## src/rtl/fetch_if.sv

```systemverilog
// ---------------------------------------------------------------------------
// fetch_if -- instruction-side Wishbone-style bus between the fetch unit
// (master) and instruction memory (slave).
//
// Signals:
//   iwbm_addr_o  32  word-aligned fetch address        (master -> slave)
//   iwbm_cyc_o    1  bus cycle active                  (master -> slave)
//   iwbm_stb_o    1  strobe, mirrors iwbm_cyc_o        (master -> slave)
//   iwbm_dat_i   32  read data, valid with ack         (slave -> master)
//   iwbm_ack_i    1  cycle completed successfully      (slave -> master)
//   iwbm_err_i    1  cycle terminated with bus error   (slave -> master)
// ---------------------------------------------------------------------------
interface fetch_if;
    logic [31:0] iwbm_addr_o;
    logic        iwbm_cyc_o;
    logic        iwbm_stb_o;
    logic [31:0] iwbm_dat_i;
    logic        iwbm_ack_i;
    logic        iwbm_err_i;

    modport master (
        output iwbm_addr_o,
        output iwbm_cyc_o,
        output iwbm_stb_o,
        input  iwbm_dat_i,
        input  iwbm_ack_i,
        input  iwbm_err_i
    );

    modport slave (
        input  iwbm_addr_o,
        input  iwbm_cyc_o,
        input  iwbm_stb_o,
        output iwbm_dat_i,
        output iwbm_ack_i,
        output iwbm_err_i
    );
endinterface

```

## src/rtl/fetch.sv

```systemverilog
// ---------------------------------------------------------------------------
// fetch -- single-outstanding instruction fetch unit.
//
// Issues one bus read at a time at the current pc, presents the returned
// instruction (or a fault entry) to the decoder with a valid/ready handshake,
// and handles control-flow redirects, including killing an in-flight bus
// cycle whose data is no longer wanted.
//
// Ports:
//   clk_i                     system clock, rising edge
//   rst_ni                    asynchronous active-low reset
//   iwbm                      instruction bus (fetch_if.master)
//   redirect_i/redirect_pc_i  control-flow change and its target
//   instruction_o/pc_o        fetched instruction and its address
//   valid_o/ready_i           output entry handshake
//   e_inst_access_fault_o     entry is a bus-error fault
//   e_inst_addr_misaligned_o  entry is a misaligned-target fault
// ---------------------------------------------------------------------------
module fetch #(
    parameter logic [31:0] RESET_ADDR = 32'h8000_0000
) (
    input  logic        clk_i,
    input  logic        rst_ni,
    fetch_if.master     iwbm,
    input  logic        redirect_i,
    input  logic [31:0] redirect_pc_i,
    output logic [31:0] instruction_o,
    output logic [31:0] pc_o,
    output logic        valid_o,
    input  logic        ready_i,
    output logic        e_inst_access_fault_o,
    output logic        e_inst_addr_misaligned_o
);

    localparam logic [31:0] NOP = 32'h0000_0013;

    typedef enum logic [1:0] {
        S_REQ   = 2'd0,
        S_HOLD  = 2'd1,
        S_KILL  = 2'd2,
        S_FAULT = 2'd3
    } state_t;

    state_t      r_state,     w_stateNext;
    logic [31:0] r_pc,        w_pcNext;
    logic [31:0] r_busAddr,   w_busAddrNext;
    logic [31:0] r_instr,     w_instrNext;
    logic [31:0] r_pcOut,     w_pcOutNext;
    logic        r_valid,     w_validNext;
    logic        r_fault,     w_faultNext;
    logic        r_misal,     w_misalNext;
    logic        r_pendMisal, w_pendMisalNext;
    logic        r_live;

    logic        w_cyc;
    logic        w_term;
    logic        w_open;

    // r_live keeps the bus quiet until the first clock edge after reset
    // release, so an ack arriving in that window cannot be mistaken for a
    // response to a cycle this unit never opened.
    assign w_cyc  = r_live && ((r_state == S_REQ) || (r_state == S_KILL));
    assign w_term = w_cyc && (iwbm.iwbm_ack_i || iwbm.iwbm_err_i);
    assign w_open = w_cyc && !w_term;

    // State and datapath registers.
    always_ff @(posedge clk_i or negedge rst_ni) begin
        if (!rst_ni) begin
            r_state     <= S_REQ;
            r_pc        <= RESET_ADDR;
            r_busAddr   <= RESET_ADDR;
            r_instr     <= 32'h0;
            r_pcOut     <= 32'h0;
            r_valid     <= 1'b0;
            r_fault     <= 1'b0;
            r_misal     <= 1'b0;
            r_pendMisal <= 1'b0;
            r_live      <= 1'b0;
        end else begin
            r_state     <= w_stateNext;
            r_pc        <= w_pcNext;
            r_busAddr   <= w_busAddrNext;
            r_instr     <= w_instrNext;
            r_pcOut     <= w_pcOutNext;
            r_valid     <= w_validNext;
            r_fault     <= w_faultNext;
            r_misal     <= w_misalNext;
            r_pendMisal <= w_pendMisalNext;
            r_live      <= 1'b1;
        end
    end

    // Next-state logic. A redirect overrides everything else; a misaligned
    // target becomes a fault entry, deferred via r_pendMisal if a bus cycle
    // still has to be drained in S_KILL first.
    always_comb begin
        w_stateNext     = r_state;
        w_pcNext        = r_pc;
        w_instrNext     = r_instr;
        w_pcOutNext     = r_pcOut;
        w_validNext     = r_valid;
        w_faultNext     = r_fault;
        w_misalNext     = r_misal;
        w_pendMisalNext = r_pendMisal;

        if (redirect_i) begin
            w_pcNext    = redirect_pc_i;
            w_validNext = 1'b0;
            w_faultNext = 1'b0;
            w_misalNext = 1'b0;
            if (redirect_pc_i[1:0] == 2'b00) begin
                w_pendMisalNext = 1'b0;
                w_stateNext     = w_open ? S_KILL : S_REQ;
            end else if (w_open) begin
                w_pendMisalNext = 1'b1;
                w_stateNext     = S_KILL;
            end else begin
                w_pendMisalNext = 1'b0;
                w_validNext     = 1'b1;
                w_misalNext     = 1'b1;
                w_pcOutNext     = redirect_pc_i;
                w_instrNext     = NOP;
                w_stateNext     = S_FAULT;
            end
        end else begin
            case (r_state)
                S_REQ: begin
                    if (w_cyc && iwbm.iwbm_ack_i) begin
                        w_instrNext = iwbm.iwbm_dat_i;
                        w_pcOutNext = r_pc;
                        w_validNext = 1'b1;
                        w_faultNext = 1'b0;
                        w_misalNext = 1'b0;
                        w_pcNext    = r_pc + 32'd4;
                        w_stateNext = S_HOLD;
                    end else if (w_cyc && iwbm.iwbm_err_i) begin
                        w_instrNext = NOP;
                        w_pcOutNext = r_pc;
                        w_validNext = 1'b1;
                        w_faultNext = 1'b1;
                        w_misalNext = 1'b0;
                        w_stateNext = S_FAULT;
                    end
                end
                S_HOLD: begin
                    if (ready_i) begin
                        w_validNext = 1'b0;
                        w_faultNext = 1'b0;
                        w_misalNext = 1'b0;
                        w_stateNext = S_REQ;
                    end
                end
                S_FAULT: begin
                    if (ready_i) begin
                        w_validNext = 1'b0;
                        w_faultNext = 1'b0;
                        w_misalNext = 1'b0;
                    end
                end
                S_KILL: begin
                    if (w_term) begin
                        w_pendMisalNext = 1'b0;
                        if (r_pendMisal) begin
                            w_validNext = 1'b1;
                            w_misalNext = 1'b1;
                            w_faultNext = 1'b0;
                            w_pcOutNext = r_pc;
                            w_instrNext = NOP;
                            w_stateNext = S_FAULT;
                        end else begin
                            w_stateNext = S_REQ;
                        end
                    end
                end
                default: w_stateNext = S_REQ;
            endcase
        end

        // The bus address freezes while a cycle is open (including one being
        // killed) and otherwise tracks the pc the next cycle will use.
        w_busAddrNext = w_open ? r_busAddr : w_pcNext;
    end

    assign iwbm.iwbm_cyc_o       = w_cyc;
    assign iwbm.iwbm_stb_o       = w_cyc;
    assign iwbm.iwbm_addr_o      = r_busAddr;
    assign instruction_o         = r_instr;
    assign pc_o                  = r_pcOut;
    assign valid_o               = r_valid;
    assign e_inst_access_fault_o    = r_fault;
    assign e_inst_addr_misaligned_o = r_misal;

endmodule

```

## src/flat_wrapper.sv

```systemverilog
// flat-port wrapper written by rule: the top's interface ports become plain ports
module fetch_flat 
#(
    parameter logic [31:0] RESET_ADDR = 32'h8000_0000
)
  (clk_i, rst_ni, redirect_i, redirect_pc_i, instruction_o, pc_o, valid_o, ready_i, e_inst_access_fault_o, e_inst_addr_misaligned_o, iwbm_iwbm_addr_o, iwbm_iwbm_cyc_o, iwbm_iwbm_stb_o, iwbm_iwbm_dat_i, iwbm_iwbm_ack_i, iwbm_iwbm_err_i);
  fetch_if iwbm_i ();
  input  logic clk_i;
  input  logic rst_ni;
  input  logic redirect_i;
  input  logic [31:0] redirect_pc_i;
  output logic [31:0] instruction_o;
  output logic [31:0] pc_o;
  output logic valid_o;
  input  logic ready_i;
  output logic e_inst_access_fault_o;
  output logic e_inst_addr_misaligned_o;
  output wire logic [$bits(iwbm_i.iwbm_addr_o)-1:0] iwbm_iwbm_addr_o;
  output wire logic [$bits(iwbm_i.iwbm_cyc_o)-1:0] iwbm_iwbm_cyc_o;
  output wire logic [$bits(iwbm_i.iwbm_stb_o)-1:0] iwbm_iwbm_stb_o;
  input wire logic [$bits(iwbm_i.iwbm_dat_i)-1:0] iwbm_iwbm_dat_i;
  input wire logic [$bits(iwbm_i.iwbm_ack_i)-1:0] iwbm_iwbm_ack_i;
  input wire logic [$bits(iwbm_i.iwbm_err_i)-1:0] iwbm_iwbm_err_i;
  assign iwbm_iwbm_addr_o = iwbm_i.iwbm_addr_o;
  assign iwbm_iwbm_cyc_o = iwbm_i.iwbm_cyc_o;
  assign iwbm_iwbm_stb_o = iwbm_i.iwbm_stb_o;
  assign iwbm_i.iwbm_dat_i = iwbm_iwbm_dat_i;
  assign iwbm_i.iwbm_ack_i = iwbm_iwbm_ack_i;
  assign iwbm_i.iwbm_err_i = iwbm_iwbm_err_i;
  fetch #(.RESET_ADDR(RESET_ADDR)) u_core (.clk_i(clk_i), .rst_ni(rst_ni), .iwbm(iwbm_i), .redirect_i(redirect_i), .redirect_pc_i(redirect_pc_i), .instruction_o(instruction_o), .pc_o(pc_o), .valid_o(valid_o), .ready_i(ready_i), .e_inst_access_fault_o(e_inst_access_fault_o), .e_inst_addr_misaligned_o(e_inst_addr_misaligned_o));
endmodule
```

## config.mk

```make
export PLATFORM = sky130hd
export DESIGN_NAME = fetch_flat
export DESIGN_NICKNAME = d
export VERILOG_FILES = /design/src/rtl/fetch_if.sv /design/src/rtl/fetch.sv /design/src/flat_wrapper.sv
export SDC_FILE = /design/constraint.sdc
export NUM_CORES = 1
export LEC_CHECK = 0
export ABC_AREA = 1
export BUFFER_PORTS_ARGS = -buffer_cell sky130_fd_sc_hd__buf_4
export CAP_MARGIN = 20
export CORE_MARGIN = 5
export CORE_UTILIZATION = 44
export CTS_CLUSTER_DIAMETER = 60
export CTS_CLUSTER_SIZE = 10
export DETAILED_ROUTE_END_ITERATION = 7
export GPL_ROUTABILITY_DRIVEN = 0
export PLACE_DENSITY = 0.78
export SYNTH_ARGS = -nofsm -noshare
export SYNTH_HDL_FRONTEND = slang
export SYNTH_SLANG_ARGS = --single-unit
```

## constraint.sdc

```tcl
create_clock -name clk_i -period 5.2 [get_ports clk_i]
set_clock_uncertainty 0.15 [all_clocks]
set_input_delay 1.56 -clock clk_i [delete_from_list [all_inputs] [get_ports clk_i]]
set_output_delay 1.56 -clock clk_i [all_outputs]
set_load 0.05 [all_outputs]
```

==> metrics.log <==
[metrics] area inside the core boundary: 14400 sq um
[metrics] number of flip-flops and latches in the synthesized netlist: 135
[metrics] placed cell count: 1134
[metrics] largest family of logic cells by synthesized area: simple AND/OR/NAND/NOR gates
[metrics] number of sinks on the clock net: 135
[metrics] Crit. path cell count: 5
[metrics] library cell used as clock root buffer: sky130_fd_sc_hd__clkbuf_16
[metrics] endpoint kind of the worst setup timing path: register
[metrics] P&R area growth vs syn: 31.5%
[metrics] most common cell after layout, fill and taps aside: sky130_fd_sc_hd__nand2_1
[metrics] Clock Tree Buf Depth: 2
[metrics] hpwl dp: 13200 microns
[metrics] count of hold-fix buffers inserted at cts: 0
[metrics] antenna cells: 0
[metrics] post-synthesis xor/xnor area fraction: 0
[metrics] most used cell along the critical path: sky130_fd_sc_hd__buf_4
[metrics] number of maximum-capacitance violations: 0
[metrics] maximum fanout count along the critical path: 75
[metrics] final sum of negative setup slack: 0 ns
[metrics] CTS tree: built
[metrics] GRT overflow: 0
[metrics] Final period util: 0.675
[metrics] violation count after the first detailed-routing iteration: 477
[metrics] number of detailed-route iterations in the first pass: 5
[metrics] total count of max-transition violations in the final report: 0
[metrics] worst-margin pin slew: 0.810 ns
[metrics] WL final: 18300 microns
[metrics] initial core utilization: 0.443
[metrics] required time reported for the critical path endpoint: 5.32 ns
[metrics] post-synthesis async set-or-reset flop share: 1.00
[metrics] floorplan die area: 17000 sq um
[metrics] start point of the critical path: redirect_i
[metrics] met2 routing resource usage after global routing: 0.358
[metrics] via count: 5981
[metrics] critical path class: input port to register
[metrics] top cell family by delay on the critical path: buffers and inverters
[metrics] DP Area: 7760 sq um
[metrics] worst max-slew margin expressed relative to the limit: 0.457
[metrics] endpoint of the worst setup timing path: u_core.pc_o[8]
[metrics] slowest cell on the critical path: sky130_fd_sc_hd__buf_4
[metrics] reg-to-reg startpoint: u_core.r_state[0]
[metrics] list of cells traversed by the critical path: buf_4 > o21ai_1 > nand2_2 > buf_4 > o21ai_0
[metrics] total routing usage reported by global routing: 0.218
[metrics] R2R cell count: 11
[metrics] post-CTS clock slew at the launch and capture registers of the worst setup and hold paths: 0.05 ns
[metrics] Site Rows: 44
[metrics] register area share after synthesis: 0.531
[metrics] source-to-sink clock delay at the later pin of the worst-skew pair: 0.42 ns
[metrics] number of setup buffers added after CTS: 0
[metrics] RSZ-0062 raised after global routing: false
[metrics] Avg WL per Cell: 15.7 microns
[metrics] leakage component of the power: 4.48 nW
[metrics] synthesized-area fraction occupied by adder cells: 0.00983
[metrics] Avg Cell Area, Syn: 7.91 sq um
[metrics] endpoints failing hold: 0
[metrics] DIE HEIGHT: 130 microns
[metrics] cell area power density: 535 nW/um^2
[metrics] total power: 4.48 mW
[metrics] Worst Setup Start Kind: input port
[metrics] gr busiest metal: met2
[metrics] I/O Pins: 171
[metrics] DRT antenna net count: 0
[metrics] horizontal die dimension: 130 microns
[metrics] share of final-layout standard cells stronger than drive strength 1: 0.229
[metrics] vias in the first global route: 5770
[metrics] count of placed standard cells in the final layout, fillers left out: 1167
[metrics] initial antenna violation count: 0
[metrics] grt met1 use: 0.278
[metrics] total CTS buffers: 17
[metrics] via density per instance: 5.13
[metrics] maximum number of pins on one net before global-route repair: 118
[metrics] number of design rule violations left after detail routing: 0
[metrics] # nets final: 1045
[metrics] global routing met3 resource utilization: 0.0602
[metrics] top library cells by usage in the layout, fill and taps aside: 301 x sky130_fd_sc_hd__nand2_1, 176 x sky130_fd_sc_hd__buf_4, 133 x sky130_fd_sc_hd__dfrtp_1, 86 x sky130_fd_sc_hd__nand3_1, 74 x sky130_fd_sc_hd__inv_1
[metrics] multiplexer share of the synthesized area: 0.0142
[metrics] synthesized-area fraction occupied by and/or/nand/nor cells: 0.310
[metrics] outcome: finished clean
[metrics] number of failing setup endpoints in the final timing report: 0
[metrics] final design instance area without fill: 8370 sq um
[metrics] # fillers: 1274
[metrics] Max H-tree Level: 4
[metrics] Post-Synthesis Cells: 805
[metrics] reg2reg end: u_core.pc_o[9]
[metrics] Compound-Gate Fraction of Synth Area: 0.0625
[metrics] IO Port Bufs: 170
[metrics] post-cts gate resize count: 0
[metrics] delay of the slowest critical-path stage: 0.61 ns
[metrics] Tmin final: 3.51 ns
[metrics] Critical Path AT: 3.63 ns
[metrics] Critical path buffers and inverters: 2
[metrics] synth warn: 0
[metrics] path category of the worst min-delay check: register to register
[metrics] cell area after technology mapping: 6370 sq um
[metrics] number of distinct library cells after synthesis: 34
[metrics] slack of the worst reg-to-reg path: 2.07 ns
[metrics] number of synthesized flops with an enable pin: 0
[metrics] total nets after synthesis: 880
[metrics] global-route wire length before repair: 28800 microns
[metrics] primary flip-flop cell chosen by synthesis mapping: sky130_fd_sc_hd__dfrtp_1
[metrics] maximum achievable frequency: 285 MHz
[metrics] worst vdd ir: 0.273 mV
power breakdown:
group	switching [mW]	total (mW)	leakage, nW	internal [mW]
clock	0.457	1.18	0.270	0.728
sequential	0.159	1.46	1.66	1.30
combinational	1.34	1.84	2.54	0.494
total	1.96	4.48	4.48	2.52
metrics by stage:
| stage | hold WS [ns] | utilization | setup slack [ns] |
|---|---|---|---|
| finish | 0.318 | 0.583 | 1.69 |
| global placement | 0.304 | 0.540 | 1.40 |
| CTS | 0.325 | 0.581 | 1.72 |
| detailed placement | 0.310 | 0.540 | 1.32 |
| floorplan | 0.307 | - | 2.10 |
| global route | 0.336 | 0.583 | 1.53 |
final cells by class:
type                            instances  area [sq um]  share of cell area
Clock inverter                         12           129              0.0154
Clock buffer                           20           457              0.0545
Sequential cell                       135          3380               0.404
Multi-Input combinational cell        562          2530               0.302
Inverter                               76           285              0.0341
Tap cell                              184           230              0.0275
Timing Repair Buffer                  178          1360               0.162
cell usage after synthesis (2+ instances only):
cell                       number  area, sq um
sky130_fd_sc_hd__a21oi_1        9         45.0
sky130_fd_sc_hd__a31oi_1        2         12.5
sky130_fd_sc_hd__and2_1         5         31.3
sky130_fd_sc_hd__buf_2         13         65.1
sky130_fd_sc_hd__buf_6          4         45.0
sky130_fd_sc_hd__clkbuf_1      12         45.0
sky130_fd_sc_hd__dfrtp_1      133         3330
sky130_fd_sc_hd__dfstp_2        2         52.6
sky130_fd_sc_hd__ha_1           5         62.6
sky130_fd_sc_hd__inv_1         74          278
sky130_fd_sc_hd__inv_2          2         7.51
sky130_fd_sc_hd__mux2i_1        9         90.1
sky130_fd_sc_hd__nand2_1      301         1130
sky130_fd_sc_hd__nand3_1       86          430
sky130_fd_sc_hd__nand3_2        2         20.0
sky130_fd_sc_hd__nand4_1       11         68.8
sky130_fd_sc_hd__nor2_1        54          203
sky130_fd_sc_hd__nor2_2         2         12.5
sky130_fd_sc_hd__nor2_4         4         45.0
sky130_fd_sc_hd__nor3_1         3         15.0
sky130_fd_sc_hd__o21ai_0       52          260
sky130_fd_sc_hd__o21ai_1        6         30.0
sky130_fd_sc_hd__o22ai_1        3         18.8
routing by layer:
metal / vias up / share of wire
li1: 2887 / -
met4: 0 / 0.019
met5: - / 0
met2: 259 / 0.47
met1: 2800 / 0.41
met3: 35 / 0.10
worst min-delay path by stage:
stage	slack (ns)	from	depth (start not counted)	endpoint
detailed placement	0.31	u_core.instruction_o[20]	2	u_core.instruction_o[20]
global placement	0.30	u_core.instruction_o[27]	2	u_core.instruction_o[27]
floorplan	0.31	u_core.r_pc[0]	2	u_core.r_pc[0]
finish	0.32	u_core.instruction_o[11]	2	u_core.instruction_o[11]
CTS	0.32	u_core.instruction_o[3]	2	u_core.instruction_o[3]
global route	0.34	u_core.instruction_o[11]	2	u_core.instruction_o[11]
sequential cells by signal, summed over array words and instances (netlist names):
register / count
u_core.instruction_o: 32
u_core.e_inst_addr_misaligned_o: 1
u_core.valid_o: 1
u_core.r_pendMisal: 1
u_core.pc_o: 32
u_core.iwbm.iwbm_addr_o: 32
u_core.e_inst_access_fault_o: 1
u_core.r_state: 2
u_core.r_live: 1
u_core.r_pc: 32
worst register-to-register path: cells and delay by family, from the launching register on:
family	cells	cell delay [ns]
and+or+nand+nor	5	0.92
adders and majority gates	1	0.28
AOI/OAI and AO/OA	2	0.71
buffers and inverters	3	0.54
DFF	1	0.39
logic make-up after synthesis:
family          Yosys count
flops                   135
simple gates            471
compound gates           76
buf+inv                 108
fa+ha+maj                 5
other cells               1
mux                       9
(Power assumes the default switching activity.)
